[src/rtl/multi_interval_timer.sv]
// CH-channel programmable interval timer with shadowed periods and one-shot/periodic modes.
// Optional shared step prescaler enabled by defining MIT_PRESCALER_EN.
module multi_interval_timer #(
  parameter int CH         = 4,
  parameter int CW         = 27,
  parameter int DEF_PERIOD = 100000000,
  parameter int PRE_DIV    = 1000,
  localparam int CHW       = (CH > 1) ? $clog2(CH) : 1
) (
  input  logic           clk,
  input  logic           rst,
  input  logic [CH-1:0]  run,
  input  logic [CH-1:0]  periodic,
  input  logic           cfg_we,
  input  logic [CHW-1:0] cfg_ch,
  input  logic [CW-1:0]  cfg_period,
  output logic [CH-1:0]  tick,
  output logic [CH-1:0]  done,
  output logic [CH-1:0]  active
);

  localparam logic [CW-1:0] DEF_P = CW'(DEF_PERIOD);

  logic [CW-1:0] count_r  [CH];
  logic [CW-1:0] period_r [CH];
  logic [CW-1:0] shadow_r [CH];
  logic [CH-1:0] tick_r;
  logic [CH-1:0] done_r;
  logic [CH-1:0] active_r;
  logic          step_s;

`ifdef MIT_PRESCALER_EN
  localparam int            PW       = (PRE_DIV > 1) ? $clog2(PRE_DIV) : 1;
  localparam logic [PW-1:0] PRE_LAST = PW'(PRE_DIV - 1);

  logic [PW-1:0] pre_cnt_r;

  // Free-running prescaler, independent of run; wraps every PRE_DIV clocks.
  always_ff @(posedge clk or posedge rst) begin
    if (rst) begin
      pre_cnt_r <= '0;
    end else if (pre_cnt_r == PRE_LAST) begin
      pre_cnt_r <= '0;
    end else begin
      pre_cnt_r <= pre_cnt_r + PW'(1'b1);
    end
  end

  assign step_s = (pre_cnt_r == PRE_LAST);
`else
  localparam int unused_pre_div = PRE_DIV;

  assign step_s = 1'b1;
`endif

  // Per-channel shadow/live period, interval counter and status flags.
  always_ff @(posedge clk or posedge rst) begin
    if (rst) begin
      for (int i = 0; i < CH; i++) begin
        count_r[i]  <= '0;
        period_r[i] <= DEF_P;
        shadow_r[i] <= DEF_P;
      end
      tick_r   <= '0;
      done_r   <= '0;
      active_r <= '0;
    end else begin
      for (int i = 0; i < CH; i++) begin
        // Index compare on the full cfg_ch value, so out-of-range indices match nothing.
        if (cfg_we && (int'(cfg_ch) == i)) begin
          shadow_r[i] <= cfg_period;
        end
        tick_r[i] <= 1'b0;
        if (!run[i]) begin
          count_r[i]  <= '0;
          done_r[i]   <= 1'b0;
          active_r[i] <= 1'b0;
          period_r[i] <= shadow_r[i];
        end else if (step_s) begin
          if ((period_r[i] == '0) || done_r[i]) begin
            count_r[i]  <= '0;
            active_r[i] <= 1'b0;
          end else if ((count_r[i] + CW'(1'b1)) == period_r[i]) begin
            // Expiry: wrap, pick up any pending period, one-shot parks in done.
            tick_r[i]   <= 1'b1;
            count_r[i]  <= '0;
            period_r[i] <= shadow_r[i];
            done_r[i]   <= ~periodic[i];
            active_r[i] <= periodic[i];
          end else begin
            count_r[i]  <= count_r[i] + CW'(1'b1);
            active_r[i] <= 1'b1;
          end
        end
      end
    end
  end

  assign tick   = tick_r;
  assign done   = done_r;
  assign active = active_r;

endmodule

[config.mk]
export PLATFORM = sky130hd
export DESIGN_NAME = multi_interval_timer
export DESIGN_NICKNAME = d
export VERILOG_FILES = /design/src/rtl/multi_interval_timer.sv
export SDC_FILE = /design/constraint.sdc
export NUM_CORES = 1
export LEC_CHECK = 0
export CORE_ASPECT_RATIO = 1.4
export CORE_MARGIN = 5
export CORE_UTILIZATION = 33
export DETAILED_ROUTE_END_ITERATION = 8
export GPL_ROUTABILITY_DRIVEN = 0
export MAX_ROUTING_LAYER = met4
export PLACE_DENSITY = 0.57
export SKIP_LAST_GASP = 1
export SLEW_MARGIN = 5
export SYNTH_ARGS = -nofsm -noshare
export SYNTH_HDL_FRONTEND = slang
export SYNTH_SLANG_ARGS = --single-unit
[constraint.sdc]
create_clock -name clk -period 10.3 [get_ports clk]
set_input_delay 1.545 -clock clk [delete_from_list [all_inputs] [get_ports clk]]
set_output_delay 1.545 -clock clk [all_outputs]
set_load 0.1 [all_outputs]
# Yosys cells after proc, flatten, opt, wreduce, memory -nomap -nowiden
# Index checks and enable logic that the tools add are counted.
[totals]
word_cells = 118
out_inout_bits = 12
input_bits = 40
reg_bits = 336
[op_classes]
n_bitwise = 4
eq_ne = 15
n_mux = 60
addsub = 4
reduce_logical = 17
[op_table]
columns = ["cell", "count"]
rows = [
  ["$mux 27", 24],
  ["$add 27x1->27 const B", 4],
  ["$eq 27x27->1", 4],
  ["$logic_not 27->1", 4],
  ["$mux 1", 36],
  ["$ne 2x1->1 const B", 4],
  ["$ne 2x2->1 const B", 4],
  ["$reduce_and 2->1", 4],
  ["$eq 2x2->1 const B", 2],
  ["$logic_and 1x1->1", 4],
  ["$logic_or 1x1->1", 4],
  ["$not 1->1", 4],
  ["$eq 2x1->1 const B", 1],
  ["$logic_not 2->1", 1],
]

# Logic depth before layout (Yosys ltp)
# Gate-level depths: netlist of run 1.
[logic_depth]
ltp_word = 5
mapped_depth = 12
mapped_depth_nobuf = 9

# Least setup slack after synthesis of run 1
# OpenSTA, ideal clock, no wires.
[synth_timing]
kind = "register to register"
startpoint = "register count_r[58] in the netlist's numbering"
endpoint = "register period_r[54] in the netlist's numbering"
path_stages_with_launch = 12
setup_slack_ns = 6.863
arrival_ns = 3.310
setup_ns = 0.127
cell_sequence = "dfrtp_1 -> nand3_2 -> clkbuf_1 -> nor4_1 -> xnor2_1 -> o32ai_1 -> or4_1 -> nor4_2 -> a41o_1 -> buf_4 -> buf_6 -> mux2_1"
[synth_via]
elab_chain_len = 4
[synth_rtl]
columns = ["item", "line", "source"]
rows = [
  ["start: declaration", "24", "logic [CW-1:0] count_r [CH];"],
  ["start signal: indexed assignment", "91", "count_r[i] <= count_r[i] + CW'(1'b1);"],
  ["$add 27x1->27", "83", "end else if ((count_r[i] + CW'(1'b1)) == period_r[i]) begin"],
  ["$eq 27x27->1", "83", ""],
  ["$ne 2x1->1 (no line)", "--", ""],
  ["$reduce_and 2->1 (no line)", "--", ""],
  ["end signal: indexed assignment", "78", "period_r[i] <= shadow_r[i];"],
  ["end signal: indexed assignment", "87", "period_r[i] <= shadow_r[i];"],
  ["end: declaration", "25", "logic [CW-1:0] period_r [CH];"],
]
# No other way between the ends.
# A chain may end at the register's enable or synchronous reset.

# Worst setup path in the final report of run 1
[layout_timing]
startpoint = "register count_r[27] in the netlist's numbering"
endpoint = "register done_r[2] (netlist: done[2])"
[layout_via]
elab_chain_len = 4
[layout_rtl]
columns = ["item", "line", "source"]
rows = [
  ["$add 27x1->27", "83", ""],
  ["$eq 27x27->1", "83", ""],
  ["$ne 2x1->1 (no line)", "--", ""],
  ["$reduce_and 2->1 (no line)", "--", ""],
  ["end signal: indexed assignment", "88", "done_r[i] <= ~periodic[i];"],
  ["end: declaration", "28", "logic [CH-1:0] done_r;"],
]
# No other way between the ends.

==> reports/metrics.cfg, run 1 <==
[route]
drc=0
drt_iter0_markers=756
final_antenna_net_count=0
wl_microns=49510
avgRoutedWirePerCell_microns=20.08
vias_per_cell=5.497
via_count=13556
drtPass1Iterations=5

[cells_and_area]
finalInstanceArea_sq_mm=0.02065
antenna_cells=0
fin_nets=1756
final_cells=2466
drive_gt1_share_pct=22.96
area.growth.synth_to_final_pct=12.24

[hold_path]
hold_depth=1
hold_class=register to register

[timing]
max_slew_margin_pct=12.50
finalSetupTns_ns=0
worst_pin_slew_ns=1.311
maxSlewViolCount=0
finalWorstSetupSlack_ns=5.660
hold_violations=0
finalSetupViolations=0
rsz0062_at_grt=false
fin_crit_sh_pct=45.05
worst_clock_skew_ns=0.01880
max_freq_mhz=215.5
period_minus_slack_ns=4.640

[pwr]
p_leak_nw=7.822
p_int_mw=2.640
sequentialPowerShare_pct=48.8
peakVddDrop_uv=119.7
clock_power_share_pct=35.2
switching_power_mw=1.010
comb_power_share_pct=16.0
cellPowerDensity_mw_per_mm2=176.7
power_switching_share_pct=27.66
totalPowerFinal_mw=3.649

[setup_path]
crit_required_ns=10.75
path_class=register to register
rr_worst_depth=8
startpoint_type=register
cp-end-kind=register
crit_fanout=28
worst_ep_arrival_time_ns=5.09

[grt]
grt_usage_pct=16.56
antenna_found_initial=0
grt_max_degree=179
grt_pass1_wl_microns=78320
grt_overflow_total=0
grt_pass1_vias=13772

[synthesis]
synth_top_area_share_pct=32.65
synth-edff-count=0
ys_seq_area_share_pct=46.36
syn_inst=1708
yosys-top-cells-area=dfrtp_1 (33%), dfstp_2 (14%), mux2_2 (11%), xnor2_1 (4.5%), nor2_1 (2.8%)
synth.most_common_cell=dfrtp_1
async_reset_ff_share_pct=100.0
ys_ff_latch=336
synth.distinct_cells=93
synth.yosys.warnings=0
syn_nets=1752
synth_area_per_cell_sq_um=10.77
synth_area_sq_mm=0.01840
yosysTopAreaCell=dfrtp_1
synth_commonest_cells=dfrtp_1 (240), mux2_2 (178), nor2_1 (138), dfstp_2 (96), xnor2_1 (95)
ys.flop_type=dfrtp_1

[placed_design]
portBuffers=51
place_ws_ns=5.754
postPlaceCellArea_sq_mm=0.01948
hpwl_microns=36390
dp_cells=2403

[floorplanning]
rows=102
start_util_pct=33.29
die_h_microns=289.4
ioPinCount=52
core_area_sq_mm=0.05526
fp.dieW_microns=209.5
die_area_sq_mm=0.06063

[clocking]
cts-buffers-inserted=35
cts_tree=built
clock_latency_ns=0.53
clk_pin_slew_worst_paths_ns=0.07
cts.sinks=336
clockBufferDepth=3
htreeDepth=2
root_buffer=clkbuf_16
cts_setup_buffers=0
cts_resized=0
postCtsHoldBufs=0

[outcome]
outcome=complete, no violations

[run]
max-cap-violations=0

final timing paths:
path	start	endpoint	slack (ns)
hold reg to reg	shadow_r[61]$_DFFE_PP0P_	period_r[61]$_DFFE_PP0P_	0.49
hold / removal	shadow_r[61]$_DFFE_PP0P_	period_r[61]$_DFFE_PP0P_	0.49
setup reg to reg	count_r[27]$_DFF_PP0_	done[2]$_DFFE_PP0P_	5.66
setup / recovery	count_r[27]$_DFF_PP0_	done[2]$_DFFE_PP0P_	5.66
min in group asynchronous	rst	period_r[81]$_DFFE_PP0P_	1.70
max in group asynchronous	rst	count_r[102]$_DFF_PP0_	6.61
cells in the final DEF (no fill, tap or decap), types with 20 or more instances in the layout:
cell type        count
mux2_1              20
nand2_1             81
nand4_1             56
dfrtp_1            240
xor2_1              59
nand2b_1            21
a21oi_1             41
o21ai_0             25
clkdlybuf4s50_1     51
dfstp_2             96
mux2_4              20
nor2_1             138
nand3_1             64
and3_1              25
xnor2_1             95
mux2_2             178
inv_1               37
clkbuf_16           40
nor4_1              58
nor3_1              76
stage by stage:
stage / hold slack, ns / util [%]
2_1_floorplan: 0.4585 / -
3_3_place_gp: 0.4641 / 35.26
3_5_place_dp: 0.4745 / 35.26
4_1_cts: 0.4882 / 37.36
5_1_grt: 0.5061 / 37.36
6_report: 0.4851 / 37.36
critical path, cell delays in order (launching register included):
cell,delay (ns)
dfrtp_1,0.43
nand4_1,0.49
nor4_1,1.04
xnor2_1,0.30
a221o_1,0.42
a2111oi_0,0.38
nand4_1,0.22
nor2_2,1.02
a22o_1,0.25
routing by layer:
layer / global-route usage (%) / vias up / wire length [microns]
met5: - / - / 0
met4: 8.405 / 0 / 2915
met3: 1.885 / 159 / 1663
met2: 29.44 / 360 / 25650
met1: 18.38 / 6750 / 19280
li1: - / 6287 / -
power groups by stage:
stage / Sequential (mW) / Combinational (mW) / Clock, mW
finish: 1.78 / 0.584 / 1.29
global route: 1.81 / 0.637 / 1.38
CTS: 1.78 / 0.588 / 1.33
detailed placement: 1.80 / 0.585 / 0
global placement: 1.79 / 0.573 / 0
floorplan: 1.71 / 0.452 / 0
cells by family (layout without fill, tap and decap cells):
family,count (synthesis),after routing,synth area share (%)
buffers and inverters,136,166,3.278
AOI/OAI and AO/OA,201,201,8.108
adders and majority gates,4,4,0.2721
and+or+nand+nor,641,641,19.29
muxes,227,227,14.24
DFF,336,336,46.36
xor gates and xnor gates,163,163,8.448
sequential cells by signal, indices dropped and copies added (netlist names):
signal,flops
shadow_r,108
period_r,108
done,4
tick,4
count_r,108
active,4
layout make-up:
type | instances | area (sq um)
Tap cell | 728 | 910.9
Timing Repair Buffer | 65 | 628.1
Inverter | 38 | 146.4
Fill cell | 5360 | 34610
Clock buffer | 53 | 1080
Sequential cell | 336 | 8528
Multi-Input combinational cell | 1236 | 9269
Clock inverter | 10 | 85.08
(Power assumes the default switching activity.)
==> run 2: changes to the inputs <==
Clock period 10.3 ns to 3.85 ns, I/O delays scaled along.
==> run 2 against run 1 <==
  * Flip-flop and latch count did not move
  * Clock skew rose by 0.0019 ns
  * Global-route usage rose by 0.29 points
  * Sequential share of layout area fell by 0.99 points
  * Combinational power rose to 2.7 times the previous value
  * Via count rose by 0.88%
  * Highest routed layer unchanged
==> reports/metrics.cfg, run 2 (synthesis gave the netlist of run 1 again) <==
[timing]
worst_clock_skew_ns=0.02075  ; +0.001949 ns
worst_pin_slew_ns=1.140  ; -0.1715 ns
maxSlewViolCount=0  ; unchanged
max_freq_mhz=275.0  ; +28%
finalSetupViolations=0  ; unchanged
fin_crit_sh_pct=94.45  ; +49 points
period_minus_slack_ns=3.636  ; -1.004 ns
finalWorstSetupSlack_ns=0.2138  ; -5.446 ns
hold_violations=0  ; unchanged
max_slew_margin_pct=24.03  ; +12 points
rsz0062_at_grt=false

[hold_path]
holdPathEnd=period_r[66]$_DFFE_PP0P_
hold_class=register to register
hold_depth=1  ; unchanged
hold_path_startpoint=shadow_r[66]$_DFFE_PP0P_

[grt]
grt_pass1_wl_microns=79840  ; +1.9%
grt_usage_pct=16.85  ; +0.29 points
grt_pass1_vias=14045  ; +2.0%
antenna_found_initial=0  ; unchanged
grt_max_degree=52  ; -71%
grt_overflow_total=0  ; unchanged

[setup_path]
crit_required_ns=4.26  ; -6.49 ns
cp-end-kind=register
path_class=register to register
crit_fanout=27  ; -3.6%
rr_worst_depth=10  ; +2
startpoint_type=register
worstReg2RegStart=count_r[10]$_DFF_PP0_
reg2reg_slack_ns=0.21  ; -5.45 ns
worst_ep_arrival_time_ns=4.05  ; -1.04 ns
r2r-end=period_r[19]$_DFFE_PP0P_

[route]
wl_microns=50160  ; +1.3%
avgRoutedWirePerCell_microns=19.99  ; -0.44%
vias_per_cell=5.450  ; -0.85%
drtPass1Iterations=5  ; unchanged
drt_iter0_markers=829  ; +9.7%
via_count=13675  ; +0.88%
drc=0  ; unchanged
final_antenna_net_count=0  ; unchanged

[floorplanning]
ioPinCount=52  ; unchanged
fp.dieW_microns=209.5  ; unchanged
die_area_sq_mm=0.06063  ; unchanged
start_util_pct=33.29  ; unchanged
die_h_microns=289.4  ; unchanged
rows=102  ; unchanged
core_area_sq_mm=0.05526  ; unchanged

[cells_and_area]
top_regs=count_r (108), period_r (108), shadow_r (108)
layout_common_cells=dfrtp_1 (240), mux2_2 (178), nor2_1 (138), dfstp_2 (96), xnor2_1 (95)
finalInstanceArea_sq_mm=0.02115  ; +2.4%
final_common_cell=dfrtp_1
antenna_cells=0  ; unchanged
final_util_pct=38.28  ; +0.91 points
area.growth.synth_to_final_pct=14.99
n_fill_cell=5285  ; -1.4%
drive_gt1_share_pct=24.87  ; +1.9 points
fin_nets=1799  ; +2.4%

[pwr]
totalPowerFinal_mw=9.864  ; +170%
p_leak_nw=8.089  ; +3.4%
cellPowerDensity_mw_per_mm2=466.3  ; +160%
peakVddDrop_uv=264.0  ; +120%

[clocking]
cts_tree=built
clockBufferDepth=3  ; unchanged
postCtsHoldBufs=0  ; unchanged
clock_latency_ns=0.54  ; about the same
htreeDepth=2  ; unchanged
cts_setup_buffers=0  ; unchanged
cts-buffers-inserted=34  ; -2.9%
cts.sinks=336  ; unchanged
clk_pin_slew_worst_paths_ns=0.06  ; about the same
cts_resized=0  ; unchanged
root_buffer=clkbuf_16

[placed_design]
hpwl_microns=37430  ; +2.8%
place_ws_ns=0.2667  ; -5.487 ns
portBuffers=51  ; unchanged
postPlaceCellArea_sq_mm=0.01998  ; +2.5%

[run]
max-cap-violations=0  ; unchanged

[outcome]
outcome=complete, no violations

[run 2: cell count changes in the layout (fill, tap and decap cells not counted), sizes merged]
cell / previous run / this run
bufinv: 1 / 3
clkbuf: 53 / 50
clkinv: 5 / 4
clkinvlp: 1 / 3
buf: 14 / 58
inv: 41 / 40
[run 2: per-layer routing]
layer	routed length [microns]	vias to the layer above	GRT usage, %
met4	3050	0	8.993
met2	25510	397	29.23
met1	19780	6719	19.16
met3	1816	172	1.885
met5	0	-	-
li1	-	6387	-
[run 2: area by class of cell]
type | instances | area [sq um] | area share, %
timing repair buffer | 109 | 1121 | 5.300
inverter | 38 | 146.4 | 0.6921
clock inverter | 12 | 162.7 | 0.7690
sequential | 336 | 8528 | 40.32
clock buffer | 50 | 1015 | 4.797
tap | 728 | 910.9 | 4.306
multi-input combinational | 1236 | 9269 | 43.82
[run 2: worst max path at each step]
stage / from / end / depth (start not counted) / slack [ns]
2_1_floorplan: rst / active[0]$_DFF_PP0_ / 1 / -1.14
3_3_place_gp: count_r[81]$_DFF_PP0_ / period_r[84]$_DFFE_PP0P_ / 12 / 0.24
3_5_place_dp: count_r[81]$_DFF_PP0_ / period_r[90]$_DFFE_PP0P_ / 12 / 0.27
4_1_cts: count_r[81]$_DFF_PP0_ / period_r[90]$_DFFE_PP0P_ / 12 / 0.24
5_1_grt: count_r[68]$_DFF_PP0_ / period_r[79]$_DFFE_PP0P_ / 9 / 0.03
6_report: count_r[10]$_DFF_PP0_ / period_r[19]$_DFFE_PP0P_ / 10 / 0.21
[run 2: metrics by stage]
| stage | hold slack [ns] | instances | TNS, ns |
|---|---|---|---|
| finish | 0.4847 | 2509 | 0 |
| global route | 0.4872 | 2509 | 0 |
| CTS | 0.4831 | 2509 | 0 |
| detailed placement | 0.4805 | 2447 | 0 |
| global placement | 0.4636 | 2447 | 0 |
| floorplan | 0.4585 | 1708 | -273.53 |
[run 2: critical path, stage by stage (launching register included)]
cell     delay [ns]
dfrtp_1        0.53
nand4_1        0.19
buf_4          0.19
nor4_1         0.60
a41oi_1        0.25
nor4_1         0.54
nand4_1        0.16
and4b_1        0.40
a31oi_4        0.13
buf_12         0.20
mux2_4         0.31
[run 2: power breakdown]
part | switching, mW | internal [mW] | leakage (nW) | total, mW
logic | 0.724 | 0.869 | 3.43 | 1.59
registers | 0.571 | 4.20 | 4.09 | 4.77
clock network | 1.45 | 2.05 | 0.570 | 3.50
==> run 3: changes to the inputs <==
Settings changed: CORE_ASPECT_RATIO 1.4 to 0.9.
==> run 3 against run 2 <==
  * Final area grew 0.19%
  * Total power grew 2.3%
  * Fmax is essentially flat
  * Critical path depth is the same
  * First-iteration DRC count grew 52%
  * Global-route usage grew 0.22 points
  * Utilization is essentially flat
  * Largest power group unchanged
  * Non-clock buffer count shrank 7
  * Register-to-register slack is essentially flat
  * Clock-buffer cell count grew 5
  * Wire length grew 0.82%
==> reports/metrics.cfg, run 3 (synthesis gave the netlist of run 1 again) <==
[clocking]
cts.sinks=336  ; unchanged
root_buffer=clkbuf_16
cts_setup_buffers=0  ; unchanged
htreeDepth=2  ; unchanged
cts-buffers-inserted=37  ; +8.8%
postCtsHoldBufs=0  ; unchanged
clock_latency_ns=0.55  ; about the same
cts_tree=built
clk_pin_slew_worst_paths_ns=0.06  ; about the same
clockBufferDepth=3  ; unchanged

[cells_and_area]
drive_gt1_share_pct=25.17  ; +0.29 points
layout_common_cells=dfrtp_1 (240), mux2_2 (178), nor2_1 (138), dfstp_2 (96), xnor2_1 (95)
top_regs=count_r (108), period_r (108), shadow_r (108)
n_fill_cell=5381  ; +1.8%
final_common_cell=dfrtp_1
area.growth.synth_to_final_pct=15.21
layout.area.seq_sq_mm=0.008528  ; unchanged
multiInputGateArea_sq_mm=0.009286  ; +0.19%
fin_nets=1795  ; -0.22%
final_util_pct=38.25  ; about the same

[route]
via_count=13961  ; +2.1%
drtPass1Iterations=7  ; +2
avgRoutedWirePerCell_microns=20.25  ; +1.3%
drc=0  ; unchanged
drt_iter0_markers=1258  ; +52%
vias_per_cell=5.591  ; +2.6%
wl_microns=50570  ; +0.82%
final_antenna_net_count=0  ; unchanged

[setup_path]
path_class=register to register
crit_required_ns=4.27  ; about the same
startpoint_type=register
reg2reg_slack_ns=0.22  ; about the same
worst_ep_arrival_time_ns=4.06  ; about the same
crit_fanout=27  ; unchanged
cp-end-kind=register

[grt]
grt_max_degree=94  ; +81%
grt_pass1_vias=13701  ; -2.4%
grt_pass1_wl_microns=80900  ; +1.3%
grt_usage_pct=17.07  ; +0.22 points
antenna_found_initial=5  ; +5
grt_overflow_total=0  ; unchanged

[timing]
max_freq_mhz=275.2  ; about the same
finalSetupTns_ns=0  ; unchanged
worst_clock_skew_ns=0.01749  ; -0.003261 ns
maxSlewViolCount=0  ; unchanged
fin_crit_sh_pct=94.37  ; about the same
hold_violations=0  ; unchanged
worst_pin_slew_ns=1.010  ; -0.1293 ns
period_minus_slack_ns=3.633  ; -0.003059 ns
finalSetupViolations=0  ; unchanged
max_slew_margin_pct=32.44  ; +8.4 points
rsz0062_at_grt=false
holdWs_ns=0.4885  ; +0.003884 ns

[floorplanning]
core_area_sq_mm=0.05540  ; +0.26%
start_util_pct=33.20  ; -0.086 points
die_h_microns=234.0  ; -19%
rows=82  ; -20%
fp.dieW_microns=258.9  ; +24%
die_area_sq_mm=0.06057  ; about the same
ioPinCount=52  ; unchanged

[run]
max-cap-violations=0  ; unchanged

[pwr]
peakVddDrop_uv=326.7  ; +24%
totalPowerFinal_mw=10.09  ; +2.3%
p_leak_nw=8.104  ; +0.19%
cellPowerDensity_mw_per_mm2=476.2  ; +2.1%

[placed_design]
portBuffers=51  ; unchanged
hpwl_microns=36670  ; -2.0%

[hold_path]
hold_class=register to register

[outcome]
outcome=complete, no violations

[run 3: changes by cell type in the layout (fill, tap and decap cells not counted), moves of 2 or more]
cell	before	now
buf_12	14	11
buf_4	44	40
nor4_1	58	56
clkbuf_8	4	11
nor4_2	4	6
diode_2	0	3
clkbuf_1	9	6
[run 3: what timing repair did]
item,CTS,global route
endpoints found under the hold margin,0,0
endpoints found under the setup margin,0,69
gates resized for setup,0,3
[run 3: final timing paths]
check / startpoint / depth (start not counted) / to
worst max-delay path: count_r[30]$_DFF_PP0_ / 10 / period_r[28]$_DFFE_PP0P_
worst min-delay path: shadow_r[60]$_DFFE_PP0P_ / 1 / period_r[60]$_DFFE_PP0P_
worst max register to register: count_r[30]$_DFF_PP0_ / 10 / period_r[28]$_DFFE_PP0P_
worst min register to register: shadow_r[60]$_DFFE_PP0P_ / 1 / period_r[60]$_DFFE_PP0P_
max in group asynchronous: rst / 3 / shadow_r[104]$_DFFE_PP1P_
min in group asynchronous: rst / 2 / shadow_r[64]$_DFFE_PP0P_
[run 3: per-layer routing]
metal	GRT usage (%)	vias up	wire, microns
met5	-	-	0
met4	3.900	0	1049
met3	2.982	83	3125
met2	25.21	493	22260
met1	24.67	7023	24130
li1	-	6362	-
[run 3: through the flow]
step,cell area [sq um],cells,worst slack (ns)
2_1_floorplan,18400,1708,-1.140
3_3_place_gp,19870,2426,0.3037
3_5_place_dp,19870,2426,0.2554
4_1_cts,21170,2494,0.2354
5_1_grt,21190,2494,0.01025
6_report,21190,2497,0.2169
[run 3: report_power, final]
part | internal [mW] | total [mW] | switching, mW
Combinational | 0.861 | 1.58 | 0.714
Clock | 2.25 | 3.74 | 1.49
Sequential | 4.20 | 4.78 | 0.582
[run 3: layout make-up]
type	instances	share of cell area [%]
multi-input cells	1236	43.82
flip-flops and latches	336	40.24
clock buffers	55	5.308
repair buffers	102	4.865
well taps	714	4.215
clock inverters	13	0.8265
inverters	38	0.6908
diodes	3	0.03542
[run 3: critical path: stages (launching register included)]
cell and delay [ns]:
dfrtp_1 0.43, nand4_1 0.41, nor4_1 0.43, buf_4 0.22, nand3_1 0.12, xor3_1 0.23
o2111ai_1 0.25, nor4b_1 0.62, a41oi_2 0.19, buf_4 0.28, mux2_2 0.32
